[src/rtl/uart_pkg.sv]
// Shared encodings and sample points for the oversampling UART receiver.
// UART_RX_PARITY_EN adds the PARITY state for the even-parity build.
package uart_pkg;

    localparam int OS_RATE = 16;
    localparam int CNT_W   = $clog2(OS_RATE);

    localparam logic [CNT_W-1:0] SMP_A   = CNT_W'(7);
    localparam logic [CNT_W-1:0] SMP_B   = CNT_W'(8);
    localparam logic [CNT_W-1:0] SMP_C   = CNT_W'(9);
    localparam logic [CNT_W-1:0] BIT_END = CNT_W'(OS_RATE - 1);

    typedef enum logic [2:0] {
        IDLE      = 3'd0,
        START     = 3'd1,
        DATA      = 3'd2,
`ifdef UART_RX_PARITY_EN
        PARITY    = 3'd3,
`endif
        STOP      = 3'd4,
        WAIT_HIGH = 3'd5
    } rx_state_t;

    function automatic logic maj3(input logic a,
                                  input logic b,
                                  input logic c);
        return (a & b) | (a & c) | (b & c);
    endfunction

endpackage

[src/rtl/uart_baud_tick.sv]
// Free-running divider: one-cycle TICK every OS_DIV clocks.
import uart_pkg::*;

module uart_baud_tick #(
    parameter logic [15:0] OS_DIV = 16'd163
) (
    input  logic CLOCK_50,
    input  logic RESET_N,
    output logic TICK
);

    logic [15:0] cnt;

    always_ff @(posedge CLOCK_50 or negedge RESET_N) begin
        if (!RESET_N) begin
            cnt  <= 16'd0;
            TICK <= 1'b0;
        end else if (cnt == OS_DIV - 16'd1) begin
            cnt  <= 16'd0;
            TICK <= 1'b1;
        end else begin
            cnt  <= cnt + 16'd1;
            TICK <= 1'b0;
        end
    end

endmodule

[src/rtl/uart_rx_os.sv]
// 16x oversampling UART receiver with majority vote and sticky errors.
// Define UART_RX_PARITY_EN to expect an even parity bit after bit 7.
import uart_pkg::*;

module uart_rx_os #(
    parameter logic [15:0] OS_DIV = 16'd163
) (
    input  logic       CLOCK_50,
    input  logic       RESET_N,
    input  logic       RX,
    output logic [7:0] RX_DATA,
    output logic       RX_VALID,
    input  logic       RX_READY,
    input  logic       CLR_ERR,
    output logic       FRAME_ERR,
    output logic       OVERRUN,
    output logic       PARITY_ERR
);

    logic             rx_s1;
    logic             rx_s2;
    logic             tick;
    rx_state_t        state;
    logic [CNT_W-1:0] cnt;
    logic [2:0]       bit_idx;
    logic [7:0]       shreg;
    logic             v_a;
    logic             v_b;
    logic             armed;
    logic             bit_val;
    logic             decide;
    logic             good_stop;
    logic             load;
    logic             ovr_set;
    logic             frame_set;

    uart_baud_tick #(.OS_DIV(OS_DIV)) u_tick (
        .CLOCK_50 (CLOCK_50),
        .RESET_N  (RESET_N),
        .TICK     (tick)
    );

    always_ff @(posedge CLOCK_50 or negedge RESET_N) begin
        if (!RESET_N) begin
            rx_s1 <= 1'b1;
            rx_s2 <= 1'b1;
        end else begin
            rx_s1 <= RX;
            rx_s2 <= rx_s1;
        end
    end

`ifdef UART_RX_PARITY_EN
    logic par_bad;
    logic par_set;
`endif

    always_comb begin
        bit_val   = maj3(v_a, v_b, rx_s2);
        decide    = tick && (cnt == SMP_C);
        frame_set = decide && (state == STOP) && !bit_val;
        good_stop = decide && (state == STOP) && bit_val;
`ifdef UART_RX_PARITY_EN
        good_stop = good_stop && !par_bad;
        par_set   = decide && (state == PARITY) && (bit_val != ^shreg);
`endif
        load      = good_stop && (!RX_VALID || RX_READY);
        ovr_set   = good_stop && !load;
    end

    always_ff @(posedge CLOCK_50 or negedge RESET_N) begin
        if (!RESET_N) begin
            state     <= IDLE;
            cnt       <= '0;
            bit_idx   <= 3'd0;
            shreg     <= 8'h00;
            v_a       <= 1'b1;
            v_b       <= 1'b1;
            armed     <= 1'b0;
            RX_DATA   <= 8'h00;
            RX_VALID  <= 1'b0;
            FRAME_ERR <= 1'b0;
            OVERRUN   <= 1'b0;
`ifdef UART_RX_PARITY_EN
            par_bad    <= 1'b0;
            PARITY_ERR <= 1'b0;
`endif
        end else begin
            if (load) begin
                RX_DATA  <= shreg;
                RX_VALID <= 1'b1;
            end else if (RX_VALID && RX_READY) begin
                RX_VALID <= 1'b0;
            end

            if (frame_set)    FRAME_ERR <= 1'b1;
            else if (CLR_ERR) FRAME_ERR <= 1'b0;

            if (ovr_set)      OVERRUN <= 1'b1;
            else if (CLR_ERR) OVERRUN <= 1'b0;

`ifdef UART_RX_PARITY_EN
            if (par_set)      PARITY_ERR <= 1'b1;
            else if (CLR_ERR) PARITY_ERR <= 1'b0;
`endif

            if (tick) begin
                if (cnt == SMP_A) v_a <= rx_s2;
                if (cnt == SMP_B) v_b <= rx_s2;

                unique case (state)
                    IDLE: begin
                        if (rx_s2) begin
                            armed <= 1'b1;
                        end else if (armed) begin
                            state <= START;
                            cnt   <= '0;
                        end
                    end
                    START: begin
                        cnt <= cnt + 1'b1;
                        if (cnt == SMP_C && bit_val) begin
                            state <= IDLE;
                        end else if (cnt == BIT_END) begin
                            state   <= DATA;
                            bit_idx <= 3'd0;
                        end
                    end
                    DATA: begin
                        cnt <= cnt + 1'b1;
                        if (cnt == SMP_C)
                            shreg <= {bit_val, shreg[7:1]};
                        if (cnt == BIT_END) begin
                            if (bit_idx == 3'd7) begin
`ifdef UART_RX_PARITY_EN
                                state <= PARITY;
`else
                                state <= STOP;
`endif
                            end else begin
                                bit_idx <= bit_idx + 3'd1;
                            end
                        end
                    end
`ifdef UART_RX_PARITY_EN
                    PARITY: begin
                        cnt <= cnt + 1'b1;
                        if (cnt == SMP_C)
                            par_bad <= (bit_val != ^shreg);
                        if (cnt == BIT_END)
                            state <= STOP;
                    end
`endif
                    // Leave at mid-stop so the next start edge is never missed
                    STOP: begin
                        cnt <= cnt + 1'b1;
                        if (cnt == SMP_C)
                            state <= bit_val ? IDLE : WAIT_HIGH;
                    end
                    WAIT_HIGH: begin
                        if (rx_s2)
                            state <= IDLE;
                    end
                    default: state <= IDLE;
                endcase
            end
        end
    end

`ifndef UART_RX_PARITY_EN
    assign PARITY_ERR = 1'b0;
`endif

endmodule

[config.mk]
export PLATFORM = sky130hd
export DESIGN_NAME = uart_rx_os
export DESIGN_NICKNAME = d
export VERILOG_FILES = /design/src/rtl/uart_pkg.sv /design/src/rtl/uart_baud_tick.sv /design/src/rtl/uart_rx_os.sv
export SDC_FILE = /design/constraint.sdc
export NUM_CORES = 1
export LEC_CHECK = 0
export ABC_CLOCK_PERIOD_IN_PS = 5600
export BUFFER_PORTS_ARGS = -buffer_cell sky130_fd_sc_hd__buf_2
export CAP_MARGIN = 0
export CORE_ASPECT_RATIO = 1.5
export CORE_UTILIZATION = 40
export DETAILED_ROUTE_END_ITERATION = 16
export SKIP_LAST_GASP = 1
export SLEW_MARGIN = 40
export SYNTH_ARGS = -nofsm -noshare
export SYNTH_HDL_FRONTEND = slang
export SYNTH_SLANG_ARGS = --single-unit
export TNS_END_PERCENT = 20
[constraint.sdc]
create_clock -name CLOCK_50 -period 5.6 [get_ports CLOCK_50]
set_input_delay 0.56 -clock CLOCK_50 [delete_from_list [all_inputs] [get_ports CLOCK_50]]
set_output_delay 0.56 -clock CLOCK_50 [all_outputs]
set_load 0.02 [all_outputs]
# Word-level counts from Yosys, hierarchy flattened
# Cells that the tools add are included.
[totals]
ff_bits = 51
in_bits = 5
out_inout_bits = 12
word_cells = 94
[op_classes]
n_addsub = 3
n_eq_ne = 20
n_mux = 25
bitwise = 5
n_reduce_logical = 26
[ops]
columns = ["op", "count"]
rows = [
  ["$mux 3", 13],
  ["$add 16x1->16 const B", 1],
  ["$eq 16x8->1 const B", 1],
  ["$mux 16", 1],
  ["$ne 2x2->1 const B", 8],
  ["$pmux 3 s5", 1],
  ["$eq 4x4->1 const B", 3],
  ["$reduce_bool 2->1", 5],
  ["$eq 3x3->1 const B", 3],
  ["$logic_and 1x1->1", 8],
  ["$mux 4", 2],
  ["$pmux 4 s2", 1],
  ["$reduce_and 8->1", 1],
  ["$mux 1", 6],
  ["$pmux 3 s2", 1],
  ["$reduce_and 3->1", 2],
  ["$reduce_and 6->1", 1],
  ["$add 4x1->4 const B", 1],
  ["$eq 4x3->1 const B", 1],
  ["$reduce_and 2->1", 2],
  ["$reduce_and 4->1", 1],
  ["$add 3x1->3 const B", 1],
  ["$and 1x1->1", 3],
  ["$eq 3x1->1 const B", 1],
  ["other kinds (8)", 11],
]

# Longest topological paths before layout
# Gate-level depths: netlist of run 1.
[depth]
depth_word = 8
depth_mapped = 7
depth_no_buf = 6

# By module
# A second synthesis of run 1 with hierarchy kept.
[hier_totals]
cells_unflattened = 203
area_unflattened_um2 = 2441.1
[by_module_without_submodules]
columns = ["module", "instances", "cells_each", "area_per_inst_um2", "seq_area_each_um2"]
rows = [
  ["uart_rx_os", 1, 132, 1619.1, 855.8],
  ["uart_baud_tick", 1, 71, 822.0, 425.4],
]

# Least setup slack after synthesis of run 1
# No wires, ideal clock.
[synth_timing]
kind = "register -> register"
startpoint = "register bit_idx[0]"
endpoint = "register state[0]"
setup_time_ns = 0.125
t_arrival_ns = 1.820
setup_slack_ns = 3.655
path_stages_with_launch = 7
path_buffers = 0
period_less_slack_ns = 1.945
cell_sequence = "dfrtp_1 -> ha_1 -> ha_1 -> or4b_1 -> o31a_1 -> o2111ai_4 -> mux2_4"
[synth_via]
elab_chain_cells = 3
[synth_rtl]
columns = ["item", "line", "rtl"]
rows = [
  ["start, declared", "uart_rx_os.sv:25", "logic [2:0] bit_idx;"],
  ["start signal, assigned", "uart_rx_os.sv:141", "bit_idx <= bit_idx + 3'd1;"],
  ["$eq 3x3->1", "uart_rx_os.sv:134", "if (bit_idx == 3'd7) begin"],
  ["$ne 2x2->1 (no line)", "-", ""],
  ["$reduce_and 8->1 (no line)", "-", ""],
  ["end signal, assigned", "uart_rx_os.sv:158", "state <= bit_val ? IDLE : WAIT_HIGH;"],
  ["end, declared", "uart_rx_os.sv:23", "rx_state_t state;"],
]
# No other way between the ends.
# A chain may end at the register's enable or synchronous reset.

# Worst setup path after layout of run 1
# Same ends and word-level chain as after synthesis.

==> reports/qor.log, run 1 <==
[cts] count of H-tree levels built during CTS 2
[grt] most used routing layer met2
[power_and_ir_drop] total internal power 0.4638 mW
[setup_path] endpoint kind of the worst setup timing path flip-flop
[timing] slack of the critical path 3.580 ns
[grt] maximum number of pins on one net before global-route repair 52
[finish] number of cells in the finished layout apart from fillers 297
[cts] clock-pin slew reported for the worst setup and hold paths after clock tree synthesis 0.10 ns
[setup_path] highest net fanout along the worst path 3
[placed_design] count of port buffers added during placement 15
[setup_path] data arrival at the endpoint of the critical path 2.22 ns
[synthesis] list of most frequent post-synthesis cells dfrtp_1 (47), mux2_2 (21), nor2_1 (16), inv_1 (12), nand2_1 (9)
[finish] layout net count 236
[power_and_ir_drop] maximum vdd ir drop 0.1862 mV
[timing] final number of hold-violating endpoints 0
[synthesis] count of distinct cell types in the synthesized netlist 48
[run_status] outcome completed
[finish] post-route cell area 2688 um2
[drt] final WL 4.056 mm
[setup_path] capture instance of the worst register-to-register path state[0]$_DFFE_PN0P_
[timing] post-layout minimum cycle time 2.020 ns
[drt] vias per std cell 5.162
[cts] Num Clock Sinks 51
[power_and_ir_drop] Net Sw Frac 0.2305
[power_and_ir_drop] clock network fraction of total power 0.370
[synthesis] top-area cell type share of the netlist area 0.4784
[power_and_ir_drop] share of total power in combinational logic 0.015
[power_and_ir_drop] net switching power figure 0.1389 mW
[hold_path] min-delay worst type primary input to async pin
[floorplanning] die height 98.02 um
[cts] clock tree root buffer cell clkbuf_8
[synthesis] library cell with the highest instance count after synthesis dfrtp_1
[cts] TritonCTS clock tree done
[power_and_ir_drop] sequential cell fraction of total power 0.614
[synthesis] synthesized netlist cell count 207
[placed_design] Area after DPL 2590 um2
[timing] unrepaired setup endpoints after global routing false
[timing] final setup violation count 0
[power_and_ir_drop] Pwr per Cell Area 224.3 nW/um2
[timing] Peak Freq 0.4950 GHz
[cts] post-CTS resize count 0
[synthesis] async set or reset register ratio after synthesis 1.000
[grt] via count of the first global-routing pass 1,534
[setup_path] element type at the critical path start flip-flop
[setup_path] Req. time, crit path 5.80 ns
[floorplanning] Chip Width 66.02 um
[cts] Hold Buf Count CTS 0
[timing] worst clock skew 0.01259 ns
[timing] transition time at the pin with the least slew margin 0.6262 ns
[grt] grt met1 use 0.1652
[grt] gr usage total 0.1412
[timing] share of the clock period used by the worst path 0.3607
[drt] First-pass DRT Iterations 4
[drt] Remaining DRCs 0
[floorplanning] number of rows in the core area 34
[synthesis] Avg Synthesized Cell Area 11.88 um2
[grt] overall overflow remaining after global route 0
[drt] residual antenna-violating net count after detailed routing 0
[grt] GR Util met3 0.03154
[floorplanning] die area 6471 um2
[synthesis] synthesized cell area 2459 um2
[drt] DR WL/cell 13.66 um
[timing] normalized max-slew margin 0.5825
[synthesis] part of the Yosys area used for sequential elements 0.5211
[setup_path] R2R Path Start bit_idx[0]$_DFFE_PN0P_
[placed_design] hpwl dp 2.823 mm
[timing] accumulated negative setup slack 0 ns
[grt] wire length of the first global-routing pass 7.017 mm
[synthesis] number of synthesized flops with an enable pin 0
[finish] post-route core utilization 0.4578
[grt] number of antenna violations at the first check in global routing 0
[floorplanning] IO Count 17
[synthesis] top flip-flop cell by instance count after synthesis dfrtp_1
[floorplanning] core region area 5871 um2
[synthesis] net count after synthesis 219
[cts] CTS Buffer Depth 2
[placed_design] setup slack at placement 3.586 ns
[cts] buffer count from post-CTS setup fixing 0
[flow_run] Max Cap Viol 0
[drt] via count 1,533
[placed_design] Placed Instances 289
[finish] share of final-layout standard cells stronger than drive strength 1 0.2711
[setup_path] setup slack of the worst register-to-register path 3.58 ns
[setup_path] reg2reg path depth 6
[finish] antenna cells 0
[synthesis] most area-hungry cell type in the Yosys netlist dfrtp_1
[cts] clock latency at the later pin of the worst-skew pair 0.31 ns
[setup_path] worst setup path startpoint bit_idx[0]$_DFFE_PN0P_
[synthesis] number of synthesized register bits 51
[synthesis] cell types with the largest area share after synthesis dfrtp_1 (48%), mux2_2 (9.6%), dfstp_2 (4.3%), ha_1 (3.6%), xor2_1 (2.8%)
[cts] CTS Buf Count 5
[setup_path] path type of the worst setup path flip-flop to flip-flop
[grt] met2 track demand over resource 0.2433
[placed_design] GPL Wtd Cong 0.7411
[drt] first-iteration detailed-routing DRC count 95
[synthesis] total of warnings raised by yosys 0
[floorplanning] starting utilization of the core area 0.4188
[finish] synthesis-to-layout area growth 9.313%
[timing] final count of pins violating max slew 0
[power_and_ir_drop] Pleak 1.326 nW
[area by class of cell]
cell class                 instances  area [um2]
fill                             553        3183
sequential                        51        1281
multi-input combinational        138        1091
tap                               72       90.09
timing repair buffer              16       82.58
clock buffer                       5       68.82
inverter                          12       45.04
clock inverter                     3       28.78
[power by group through the flow]
stage               clock network [mW]  logic (mW)  registers [mW]
floorplan                            0     0.00134           0.377
global placement                     0      0.0101           0.377
detailed placement                   0      0.0102           0.377
CTS                              0.236      0.0101           0.370
global route                     0.251      0.0115           0.371
finish                           0.223     0.00931           0.370
[routing by layer]
layer / routed length (um) / up-vias / share of wire
met5: 0 / - / 0
met1: 1847 / 749 / 0.46
met4: 65 / 0 / 0.016
li1: - / 766 / -
met2: 2053 / 14 / 0.51
met3: 90 / 4 / 0.022
[worst max-delay path, stage by stage (launching register included)]
cell and delay (ns):
dfrtp_1 0.41, ha_1 0.21, ha_1 0.19, or4b_1 0.51, o31a_1 0.14, o2111ai_4 0.14, mux2_4 0.32
[cells by family (layout without fill, tap and decap cells)]
kind of cell               count (synthesis)  in the layout  share of synthesized area
other                                      1              1                   0.001525
xor gates and xnor gates                  13             13                    0.04631
adders and majority gates                  9              9                    0.04580
DFF                                       51             51                     0.5211
AOI/OAI and AO/OA                         24             24                    0.07684
and+or+nand+nor                           64             64                     0.1486
muxes                                     27             27                     0.1247
buffers and inverters                     18             36                    0.03511
[state kept, by name (all words and copies together), names as in the netlist]
signal       count
RX_VALID         1
bit_idx          3
RX_DATA          8
u_tick.TICK      1
state            3
OVERRUN          1
v_a              1
v_b              1
FRAME_ERR        1
rx_s1            1
armed            1
rx_s2            1
u_tick.cnt      16
shreg            8
cnt              4
[worst max path at each step]
stage / end / slack [ns] / depth (start not counted)
5_1_grt: state[1]$_DFFE_PN0P_ / 3.49 / 6
4_1_cts: state[1]$_DFFE_PN0P_ / 3.57 / 6
3_5_place_dp: state[1]$_DFFE_PN0P_ / 3.59 / 6
6_report: state[0]$_DFFE_PN0P_ / 3.58 / 6
2_1_floorplan: state[0]$_DFFE_PN0P_ / 3.65 / 6
3_3_place_gp: state[0]$_DFFE_PN0P_ / 3.62 / 6
[cell usage in the layout (no fill, tap or decap), types with 2 or more instances in the layout]
master / synthesis / routed
o22ai_1: 3 / 3
clkinv_4: 0 / 2
inv_1: 12 / 12
dfstp_2: 4 / 4
ha_1: 7 / 7
nor2_1: 16 / 16
nor3_1: 2 / 2
mux2_4: 2 / 2
or3_1: 2 / 2
mux2_2: 21 / 21
a211oi_1: 2 / 2
nand3_1: 6 / 6
clkbuf_8: 0 / 5
nand4_1: 7 / 7
a21oi_1: 6 / 6
xor2_1: 8 / 8
o21ai_0: 3 / 3
dfrtp_1: 47 / 47
and4_1: 3 / 3
and3_1: 2 / 2
nand2b_1: 6 / 6
mux2i_1: 4 / 4
o31a_1: 2 / 2
buf_2: 3 / 15
nand2_1: 9 / 9
xnor2_1: 5 / 5
[per-stage QoR]
step | hold slack [ns] | power (mW)
finish | 0.3379 | 0.6028
global route | 0.3261 | 0.6325
CTS | 0.3343 | 0.6167
detailed placement | 0.3526 | 0.3875
global placement | 0.3546 | 0.3875
floorplan | 0.2644 | 0.3785
(Power assumes the default switching activity.)
==> run 2, diff against run 1 <==
ABC_AREA = 1   (was default)
ABC_CLOCK_PERIOD_IN_PS = 2000   (was 5600)
clock period = 2 ns   (was 5.6 ns; I/O delays follow)
==> reports/qor.log, run 2 <==
[run_status] outcome complete, but fails checks
[run_status] violated checks design-rule violations
[synthesis] number of synthesized flops with an enable pin 0
[setup_path] biggest cell delay along the critical path 0.42 ns
[floorplanning] die height 99.09 um
[grt] gr usage total 0.1536
[synthesis] xor and xnor area share after synthesis 0.04181
[cts] Num Clock Sinks 51
[placed_design] count of port buffers added during placement 15
[flow_run] Max Cap Viol 0
[synthesis] number of synthesized register bits 51
[timing] unrepaired setup endpoints after global routing false
[timing] final setup violation count 0
[cts] clock latency at the later pin of the worst-skew pair 0.31 ns
[placed_design] Area after DPL 2671 um2
[timing] final number of hold-violating endpoints 0
[cts] clock-pin slew reported for the worst setup and hold paths after clock tree synthesis 0.10 ns
[finish] antenna cells 0
[synthesis] synthesized netlist cell count 298
[power_and_ir_drop] Pleak 1.428 nW
[grt] number of antenna violations at the first check in global routing 0
[drt] residual antenna-violating net count after detailed routing 0
[drt] via count 1,905
[timing] Worst Hold Slack 0.08304 ns
[timing] final count of pins violating max slew 0
[grt] wire length of the first global-routing pass 7.810 mm
[synthesis] async set or reset register ratio after synthesis 1.000
[drt] final WL 4.532 mm
[floorplanning] Chip Width 66.73 um
[timing] worst clock skew 0.01391 ns
[finish] post-route core utilization 0.4578
[drt] first-iteration detailed-routing DRC count 101
[finish] footprint of the flip-flops and latches 1281 um2
[synthesis] part of the Yosys area used for sequential elements 0.5097
[synthesis] combinational family with the most area after synthesis simple AND/OR/NAND/NOR gates
[setup_path] CP delay by family, top simple AND/OR/NAND/NOR gates
[setup_path] element type at the critical path start flip-flop
[finish] most common cell after layout, fill and taps aside nand2_1
[finish] combined area of the multi-input logic cells 1018 um2
[finish] number of cells in the finished layout apart from fillers 395
[placed_design] Placed Instances 385
[drt] vias per std cell 4.823
[setup_path] data arrival at the endpoint of the critical path 1.79 ns
[grt] via count of the first global-routing pass 1,866
[timing] post-layout minimum cycle time 1.568 ns
[synthesis] count of distinct cell types in the synthesized netlist 26
[floorplanning] die area 6612 um2
[power_and_ir_drop] post-layout total power 1.694 mW
[placed_design] hpwl dp 3.317 mm
[finish] share of final-layout standard cells stronger than drive strength 1 0.1464
[placed_design] GPL Wtd Cong 0.8624
[finish] commonest cells after routing, fill and taps aside nand2_1 (78), dfrtp_1 (47), inv_1 (47)
[synthesis] post-synthesis compound-gate area fraction 0.07566
[grt] overall overflow remaining after global route 0
[power_and_ir_drop] maximum vdd ir drop 0.3511 mV
[timing] share of the clock period used by the worst path 0.7839
[synthesis] top-area cell type share of the netlist area 0.4679
[finish] Largest regs u_tick.cnt: 16 flops, RX_DATA: 8 flops, shreg: 8 flops
[setup_path] path type of the worst setup path flip-flop to flip-flop
[setup_path] cell type of the slowest stage on the worst timing path dfrtp_1
[synthesis] list of most frequent post-synthesis cells nand2_1 (78), dfrtp_1 (47), inv_1 (47), nand3_1 (22), nor2_1 (20)
[timing] accumulated negative setup slack 0 ns
[floorplanning] starting utilization of the core area 0.4129
[synthesis] library cell with the highest instance count after synthesis nand2_1
[cts] count of H-tree levels built during CTS 2
[setup_path] highest net fanout along the worst path 16
[floorplanning] IO Count 17
[finish] max reg flops 16
[placed_design] setup slack at placement 0.4172 ns
[synthesis] simple-gate share of the synthesized area 0.2514
[finish] post-route cell area 2786 um2
[timing] slack of the critical path 0.4321 ns
[synthesis] synthesized cell area 2514 um2
[finish] layout net count 332
[cts] TritonCTS clock tree done
[timing] Peak Freq 0.6378 GHz
[drt] Remaining DRCs 2
[finish] count of fill cells added during filler insertion 617
[synthesis] most area-hungry cell type in the Yosys netlist dfrtp_1
[finish] register bank with the most flops u_tick.cnt
[synthesis] Avg Synthesized Cell Area 8.435 um2
[cts] CTS Buf Count 5
[cts] CTS Buffer Depth 2
[synthesis] mux cell area share after synthesis 0
[setup_path] Critical Path, Cell by Cell inv_1 > ha_1 > nand3_2 > nor2_2 > nand2_1 > o21ai_0
[hold_path] min-delay worst type primary input to flip-flop
[synthesis] net count after synthesis 310
[synthesis] total of warnings raised by yosys 0
[synthesis] post-synthesis adder-cell area fraction 0.03484
[drt] First-pass DRT Iterations 10
[setup_path] endpoint kind of the worst setup timing path flip-flop
[floorplanning] number of rows in the core area 35
[cts] clock tree root buffer cell clkbuf_8
[setup_path] count of buffering cells on the critical path with inverters included 1
[synthesis] cell types with the largest area share after synthesis dfrtp_1 (47%), nand2_1 (12%), inv_1 (7.0%), nand3_1 (4.4%), dfstp_2 (4.2%)
[floorplanning] core region area 6087 um2
[drt] DR WL/cell 11.47 um
[grt] maximum number of pins on one net before global-route repair 52
[finish] synthesis-to-layout area growth 10.85%
[power_and_ir_drop] Pwr per Cell Area 608.1 nW/um2
[setup_path] Req. time, crit path 2.22 ns
[synthesis] top flip-flop cell by instance count after synthesis dfrtp_1
[cts] post-CTS resize count 0
run 2: cell type report:
class,instances,area share
clock inverters,3,0.009430
well taps,74,0.03323
repair buffers,18,0.04131
clock buffers,5,0.02470
flip-flops and latches,51,0.4598
multi-input cells,195,0.3655
inverters,49,0.06601
run 2: path summary, 6_finish.rpt:
path,from,end,slack (ns),cells after the start
min in group asynchronous,RESET_N,RX_DATA[5]$_DFFE_PN0P_,0.40,3
setup / recovery,cnt[1]$_DFFE_PN0P_,shreg[4]$_DFFE_PN0P_,0.43,6
hold reg to reg,rx_s1$_DFF_PN1_,rx_s2$_DFF_PN1_,0.36,0
setup reg to reg,cnt[1]$_DFFE_PN0P_,shreg[4]$_DFFE_PN0P_,0.43,6
hold / removal,CLR_ERR,FRAME_ERR$_DFFE_PN0P_,0.08,2
max in group asynchronous,RESET_N,v_b$_DFFE_PN1P_,1.29,3
run 2: cells by family (layout without fill, tap and decap cells):
group                    count (synthesis)  after routing
flip-flops                              51             51
adder cells (fa/ha/maj)                  7              7
other                                    1              1
AND/OR/NAND/NOR                        144            144
XOR/XNOR                                12             12
AO/OA/AOI/OAI                           31             31
buffers and inverters                   52             75
run 2: repair_timing:
item	4_1_cts	5_1_grt
hold buffers	2	0
setup buffers	0	0
endpoints found under the hold margin	48	0
run 2: power breakdown:
part	internal [mW]	total, mW	switching, mW
clock	0.258	0.625	0.367
sequential	1.03	1.04	0.00133
combinational	0.00960	0.0334	0.0238
run 2: layer usage:
metal / GRT usage / wire length, um
met5: 0 / 0
met4: 0.05892 / 73
met1: 0.1669 / 1939
met2: 0.2821 / 2398
met3: 0.03096 / 120
